$ cat src/rtl/pdm_step_sequencer.sv
// Step-table playback controller feeding level writes to a 5-bit PDM modulator core.
// Define PDM_STEP_SEQ_ZERO_ON_END_EN to issue a final level-0 write after completion or abort.
module pdm_step_sequencer #(
    parameter  int DEPTH   = 8,
    parameter  int LEVEL_W = 5,
    parameter  int HOLD_W  = 4,
    localparam int AW      = $clog2(DEPTH)
) (
    input  logic               clk,
    input  logic               reset,
    input  logic               cfg_we,
    input  logic [AW-1:0]      cfg_addr,
    input  logic [LEVEL_W-1:0] cfg_level,
    input  logic [HOLD_W-1:0]  cfg_hold,
    input  logic               start,
    input  logic               stop,
    input  logic               loop_en,
    input  logic [AW-1:0]      last_idx,
    output logic [LEVEL_W-1:0] level_out,
    output logic               level_we,
    output logic               busy,
    output logic               done,
    output logic [AW-1:0]      step_idx
);

    typedef enum logic [1:0] {S_IDLE, S_LOAD, S_HOLD, S_DONE} state_t;

    state_t              state, state_n;
    logic [AW-1:0]       idx, idx_n;
    logic [AW-1:0]       last_q, last_n;
    logic [HOLD_W-1:0]   cnt, cnt_n;
    logic                advance;
    logic                load_wr;
    logic                zero_wr;

    logic [LEVEL_W-1:0]  lvl_tab  [DEPTH];
    logic [HOLD_W-1:0]   hold_tab [DEPTH];

    // LOAD reads the table combinationally, so a write on the same edge is seen only next time.
    always_ff @(posedge clk or posedge reset) begin
        if (reset) begin
            for (int i = 0; i < DEPTH; i++) begin
                lvl_tab[i]  <= '0;
                hold_tab[i] <= '0;
            end
        end else if (cfg_we) begin
            lvl_tab[cfg_addr]  <= cfg_level;
            hold_tab[cfg_addr] <= cfg_hold;
        end
    end

    always_ff @(posedge clk or posedge reset) begin
        if (reset) begin
            state  <= S_IDLE;
            idx    <= '0;
            last_q <= '0;
            cnt    <= '0;
        end else begin
            state  <= state_n;
            idx    <= idx_n;
            last_q <= last_n;
            cnt    <= cnt_n;
        end
    end

    always_comb begin
        state_n = state;
        idx_n   = idx;
        last_n  = last_q;
        cnt_n   = cnt;
        advance = 1'b0;
        case (state)
            S_IDLE: begin
                if (start && !stop) begin
                    last_n  = last_idx;
                    idx_n   = '0;
                    state_n = S_LOAD;
                end
            end
            S_LOAD: begin
                cnt_n = hold_tab[idx];
                if (hold_tab[idx] == '0) advance = 1'b1;
                else                     state_n = S_HOLD;
            end
            S_HOLD: begin
                cnt_n = cnt - 1'b1;
                if (cnt == HOLD_W'(1)) advance = 1'b1;
            end
            S_DONE:  state_n = S_IDLE;
            default: state_n = S_IDLE;
        endcase
        if (advance) begin
            if (idx != last_q) begin
                idx_n   = idx + 1'b1;
                state_n = S_LOAD;
            end else if (loop_en) begin
                idx_n   = '0;
                state_n = S_LOAD;
            end else begin
                state_n = S_DONE;
            end
        end
        if (stop && state != S_IDLE) state_n = S_IDLE;
    end

    assign load_wr = (state == S_LOAD) && !stop;

`ifdef PDM_STEP_SEQ_ZERO_ON_END_EN
    assign zero_wr = stop ? (state == S_LOAD || state == S_HOLD) : (state == S_DONE);
`else
    assign zero_wr = 1'b0;
`endif

    // Outputs are registered from the current state, so they trail it by one cycle.
    always_ff @(posedge clk or posedge reset) begin
        if (reset) begin
            level_out <= '0;
            level_we  <= 1'b0;
            busy      <= 1'b0;
            done      <= 1'b0;
            step_idx  <= '0;
        end else begin
            level_we <= load_wr || zero_wr;
            if (load_wr)      level_out <= lvl_tab[idx];
            else if (zero_wr) level_out <= '0;
            busy     <= (state == S_LOAD || state == S_HOLD) && !stop;
            done     <= (state == S_DONE) && !stop;
            step_idx <= idx;
        end
    end

endmodule

$ cat config.mk
export PLATFORM = sky130hd
export DESIGN_NAME = pdm_step_sequencer
export DESIGN_NICKNAME = d
export VERILOG_FILES = /design/src/rtl/pdm_step_sequencer.sv
export SDC_FILE = /design/constraint.sdc
export NUM_CORES = 1
export LEC_CHECK = 0
export BUFFER_PORTS_ARGS = -buffer_cell sky130_fd_sc_hd__buf_2
export CORE_MARGIN = 1
export CORE_UTILIZATION = 50
export DETAILED_ROUTE_END_ITERATION = 8
export GPL_ROUTABILITY_DRIVEN = 0
export PLACE_DENSITY = 0.71
export SYNTH_ARGS = -nofsm -noshare
export SYNTH_HDL_FRONTEND = slang
export SYNTH_SLANG_ARGS = --single-unit
$ cat constraint.sdc
create_clock -name clk -period 2.4 [get_ports clk]
set_input_delay 0.12 -clock clk [delete_from_list [all_inputs] [get_ports clk]]
set_output_delay 0.12 -clock clk [all_outputs]
set_load 0.03 [all_outputs]
==> qor.yml, run 1 <==
min_period_over_period_pct: 92.5
tightest_slew_ns: 0.733
drt_wl_total_um: 8480
ys_types: 44
overflow: 0
fill_cells: 718
relSlewSlack_pct: 51.0
fin_skew_ns: 0.0115
ys_async_sr_fraction_pct: 100
ys.flop_type: "dfrtp_1"
finalNonFillerCells: 476
worstPathRequired_ns: 2.64
ff_latch_area_sq_um: 2380
drive_gt1_share_pct: 43.8
synth_edf_count: 0
synth-seq-cells: 95
synth_most_common_cell: "dfrtp_1"
netlist_area_sq_um: 4480
arrival_ns: 2.46
numCtsBuffers: 9
status: "finished, final reports clean"
setup_viol: 0
tns_ns: 0
hold_violations: 0
placementRows: 34
hold_class: "in -> reg"
nets: 393
vias_per_cell: 5.69
cp_common_cell: "inv_1"
slew_viol_final: 0
yosys_warnings: 0
dp.cells: 455
cts.sink_count: 95
worst_ir_drop_vdd_v: 0.000338
grt_pass1_vias: 2728
critPathMaxFanout: 6
yosysSeqAreaShare_pct: 53.0
dp_hpwl_um: 5850
root_buffer: "clkbuf_8"
drv_cap: 0
die_w_um: 96.7
critical_path_buf_inv_count: 2
grt_antenna_before_repair: 0
antenna_cells: 0
power_density_nw_per_um2: 1000
synth_common_cells: "dfrtp_1, mux2_2, mux4_2, mux2i_1, nand2_1"
grt_setup_unrepaired: "no"
fin_ws_ns: 0.180
start_util_pct: 51.6
insertion_delay_ns: 0.35
clk_path_buf_depth: 2
critical-path-slowest-cell: "or4b_1"
place_ws_ns: 0.220
grt.total_usage_pct: 19.4
portBuffers: 31
syn_area_per_cell_sq_um: 14.2
netlist_instances: 316
io_pins: 32
synth_area_leaders: "dfrtp_1, mux2_2, mux4_2, ha_1, mux2i_1"
slowest_delay_ns: 0.58
dr.pass1.iters: 4
cts_setup_buffers: 0
drcViolationCount: 0
core_sq_um: 8680
via_count: 2708
wire_per_inst_um: 17.8
multi_input_area_sq_um: 2010
crit_path_cell_trace: "inv_1 > ha_1 > inv_1 > or4b_1 > o21ai_0 > nor2_1 > mux2_4"
cts_max_level: 3
syn_to_final_growth_pct: 13.5
worst-setup-path-type: "reg -> reg"
clkTransAtPathRegs_ns: 0.09
cts_tree: "yes"
cellLeakagePower_nw: 2.24
die-area_sq_um: 9350
drt_iter0_drc: 116
start_kind: "register"
die_h_um: 96.7
grt_pass1_wl_um: 14200
max_freq_mhz: 451
period_minus_slack_ns: 2.22
critical-path-top-delay-family: "simple AND/OR/NAND/NOR gates"
cp-end-kind: "register"
yosysTopAreaCell: "dfrtp_1"
netlist.area_leader.share_pct: 53.0
syn_nets: 346
drtAntennaViolNets: 0
grt_max_degree: 35
[cell families (layout without fill, tap and decap cells)]
| logic type | Yosys count | after routing | synth area share [%] |
|---|---|---|---|
| simple gates | 52 | 52 | 6.67 |
| mux | 106 | 106 | 30.8 |
| compound gates | 28 | 28 | 4.22 |
| buf+inv | 23 | 75 | 2.21 |
| flops | 95 | 95 | 53.0 |
| fa+ha+maj | 9 | 9 | 2.51 |
| xor+xnor | 3 | 3 | 0.586 |
[worst reg2reg max path: cells and delay by family (launching register included)]
| family | cells | cell delay, ns |
|---|---|---|
| fa+ha+maj | 1 | 0.32 |
| buf+inv | 2 | 0.21 |
| simple gates | 2 | 0.68 |
| mux | 1 | 0.26 |
| compound gates | 1 | 0.19 |
| flops | 1 | 0.45 |
[through the flow]
step	hold slack, ns	total power [W]	util (%)	instance area (sq um)
floorplan	0.181	0.00357	-	4490
global placement	0.245	0.00400	55.7	4830
detailed placement	0.249	0.00404	55.7	4830
CTS	0.0536	0.00512	58.6	5080
global route	0.0709	0.00540	58.6	5090
finish	0.0701	0.00508	58.6	5090
[where the power goes]
| part | internal, W | total (W) | leakage, nW | switching (W) |
|---|---|---|---|---|
| logic | 0.000889 | 0.00175 | 0.978 | 0.000860 |
| clock network | 0.000499 | 0.00108 | 0.0994 | 0.000576 |
| registers | 0.00201 | 0.00226 | 1.16 | 0.000244 |
| total | 0.00340 | 0.00508 | 2.24 | 0.00168 |
[state kept, by name, indices dropped and copies added (netlist names)]
name       cells
busy           1
step_idx       3
hold_tab      32
level_out      5
level_we       1
idx            3
state          2
cnt            4
lvl_tab       40
done           1
last_q         3
[repair_timing]
action	4_1_cts	5_1_grt
endpoints found under the hold margin	32	0
resized for setup	0	1
endpoints found under the setup margin	0	1
hold buffers	5	0
[cell usage in the layout, fill, tap and decap left out, types with 4 or more instances in the layout]
cell type,instances
a22o_1,4
buf_2,31
buf_4,14
clkbuf_8,9
dfrtp_1,94
dlygate4sd3_1,5
ha_1,9
inv_1,7
mux2_2,77
mux2i_1,11
mux4_2,15
nand2_1,11
nand2b_1,7
nor2_1,9
nor2b_1,4
o21ai_0,10
[final timing paths]
path,from,to,slack [ns],cells past startpoint
worst min-delay path,loop_en,state[1],0.07,4
max in group asynchronous,reset,lvl_tab[19],1.16,4
min in group asynchronous,reset,hold_tab[7],0.41,3
worst min register to register,level_out[1],level_out[1],0.48,2
worst max-delay path,state[0],idx[0],0.18,7
worst max register to register,state[0],idx[0],0.18,7
[routing by layer]
metal	share of wire, %	vias to the layer above	global-route usage [%]
met3	2.7	5	3.25
met2	47	38	30.1
li1	-	1255	-
met4	0.70	0	4.13
met5	0	-	0
met1	49	1410	28.8
[final cells by class]
cell class	count	share of cell area, %
multi-input combinational	198	39.4
inverter	8	0.664
tap	108	2.66
clock buffer	10	2.51
sequential	95	46.8
clock inverter	6	1.48
timing repair buffer	51	6.49
No activity file was read; power rests on OpenSTA's default activity.
==> run 2, diff against run 1 <==
CORE_UTILIZATION = 54   (was 50)
PLACE_DENSITY = 0.75   (was 0.71)
==> qor.yml, run 2 (synthesis gave the netlist of run 1 again) <==
min_period_over_period_pct: 94.8
grt_use_met3_pct: 3.50
root_buffer: "clkbuf_8"
setup_viol: 0
grt_util_met1_pct: 30.8
drv_cap: 0
start_util_pct: 56.8
clkTransAtPathRegs_ns: 0.09
cts_tree: "yes"
grt.total_usage_pct: 22.8
drcViolationCount: 0
hold_violations: 0
core_sq_um: 7890
p_total_w: 0.00507
cellLeakagePower_nw: 2.25
hold_class: "in -> reg"
largest-register: "lvl_tab"
tightest_slew_ns: 0.678
drt_wl_total_um: 8850
portBuffers: 31
placementRows: 32
drtAntennaViolNets: 0
syn_to_final_growth_pct: 13.5
worst_ir_drop_vdd_v: 0.000344
cts.sink_count: 95
max_freq_mhz: 440
wire_per_inst_um: 18.7
die-area_sq_um: 8670
tns_ns: 0
worst-setup-path-type: "reg -> reg"
period_minus_slack_ns: 2.27
vias_per_cell: 5.78
die_h_um: 93.1
worstPathRequired_ns: 2.67
overflow: 0
grt_setup_unrepaired: "no"
startpoint: "state[1]"
antenna_cells: 0
power_density_nw_per_um2: 996
worstSetupEndpoint: "idx[0]"
cts_setup_buffers: 0
dp_hpwl_um: 6090
via_count: 2729
cts_max_level: 3
die_w_um: 93.1
grt_util_met2_pct: 36.5
grt_pass1_wl_um: 14500
clk_path_buf_depth: 2
fin_skew_ns: 0.0117
r2r-end: "idx[0]"
numCtsBuffers: 9
critPathMaxFanout: 5
r2r_cells: 7
min_from: "loop_en"
insertion_delay_ns: 0.38
nets: 395
layout_common_cells: "dfrtp_1, mux2_2, buf_2"
drive_gt1_share_pct: 44.3
reg_top3: "lvl_tab (40), hold_tab (32), level_out (5)"
arrival_ns: 2.54
grt_antenna_before_repair: 0
relSlewSlack_pct: 54.6
drt_iter0_drc: 88
fill_cells: 559
status: "finished, final reports clean"
slew_viol_final: 0
r2r_slack_ns: 0.13
io_pins: 32
dr.pass1.iters: 4
largest_reg_flops: 40
top_usage_layer: "met2"
r2r_start: "state[1]"
cp-end-kind: "register"
grt_max_degree: 51
grt_pass1_vias: 2834
start_kind: "register"
layout_commonest_cell: "dfrtp_1"
run 2: cell count changes in the layout (fill, tap and decap cells not counted):
| cell | delta |
|---|---|
| buf_4 | +2 |
| bufinv_16 | -1 |
| clkbuf_1 | -1 |
| clkbuf_8 | +1 |
| clkinvlp_4 | -1 |
| inv_6 | +1 |
| inv_8 | +1 |
run 2: worst min path at each step:
stage | depth (start not counted) | endpoint | slack [ns]
floorplan | 1 | busy | 0.18
global placement | 2 | hold_tab[12] | 0.17
detailed placement | 2 | hold_tab[28] | 0.17
CTS | 4 | state[1] | 0.03
global route | 4 | state[1] | 0.04
finish | 4 | state[1] | 0.04
run 2: area by class of cell:
class	count	area, sq um	share of cell area, %
flip-flops and latches	95	2380	46.8
multi-input cells	198	2010	39.4
inverters	8	33.8	0.664
clock buffers	10	138	2.71
clock inverters	6	57.6	1.13
repair buffers	53	345	6.79
well taps	102	128	2.51
run 2: timing repair:
| action | 4_1_cts | 5_1_grt |
|---|---|---|
| resized for setup | 0 | 1 |
| endpoints found under the setup margin | 0 | 1 |
| hold endpoints to repair | 22 | 0 |
| hold buffers | 5 | 0 |
run 2: where the power goes:
group / switching, W / internal [W] / total (W)
sequential: 0.000254 / 0.00202 / 0.00227
combinational: 0.000862 / 0.000884 / 0.00175
clock: 0.000619 / 0.000433 / 0.00105
total: 0.00174 / 0.00333 / 0.00507
run 2: stage by stage:
| stage | area (sq um) | worst slack, ns | util (%) | hold WS, ns | std cells |
|---|---|---|---|---|---|
| finish | 5090 | 0.125 | 64.5 | 0.0357 | 472 |
| detailed placement | 4840 | 0.164 | 61.4 | 0.171 | 451 |
| floorplan | 4490 | 0.163 | - | 0.181 | 316 |
| global route | 5090 | 0.0207 | 64.5 | 0.0403 | 472 |
| CTS | 5080 | 0.140 | 64.5 | 0.0296 | 472 |
| global placement | 4840 | 0.225 | 61.4 | 0.171 | 451 |
run 2: critical path, stage by stage (launching register included):
cell and delay, ns:
dfrtp_1 0.47, inv_1 0.14, ha_1 0.31, inv_1 0.07
or4b_1 0.58, o21ai_0 0.22, nor2_1 0.11, mux2_4 0.26
run 2: per-layer routing:
layer	wire [um]	share of wire, %	up-vias
li1	-	-	1248
met1	4070	46	1421
met2	4370	49	47
met3	217	2.5	13
met4	187	2.1	0
met5	0	0	-
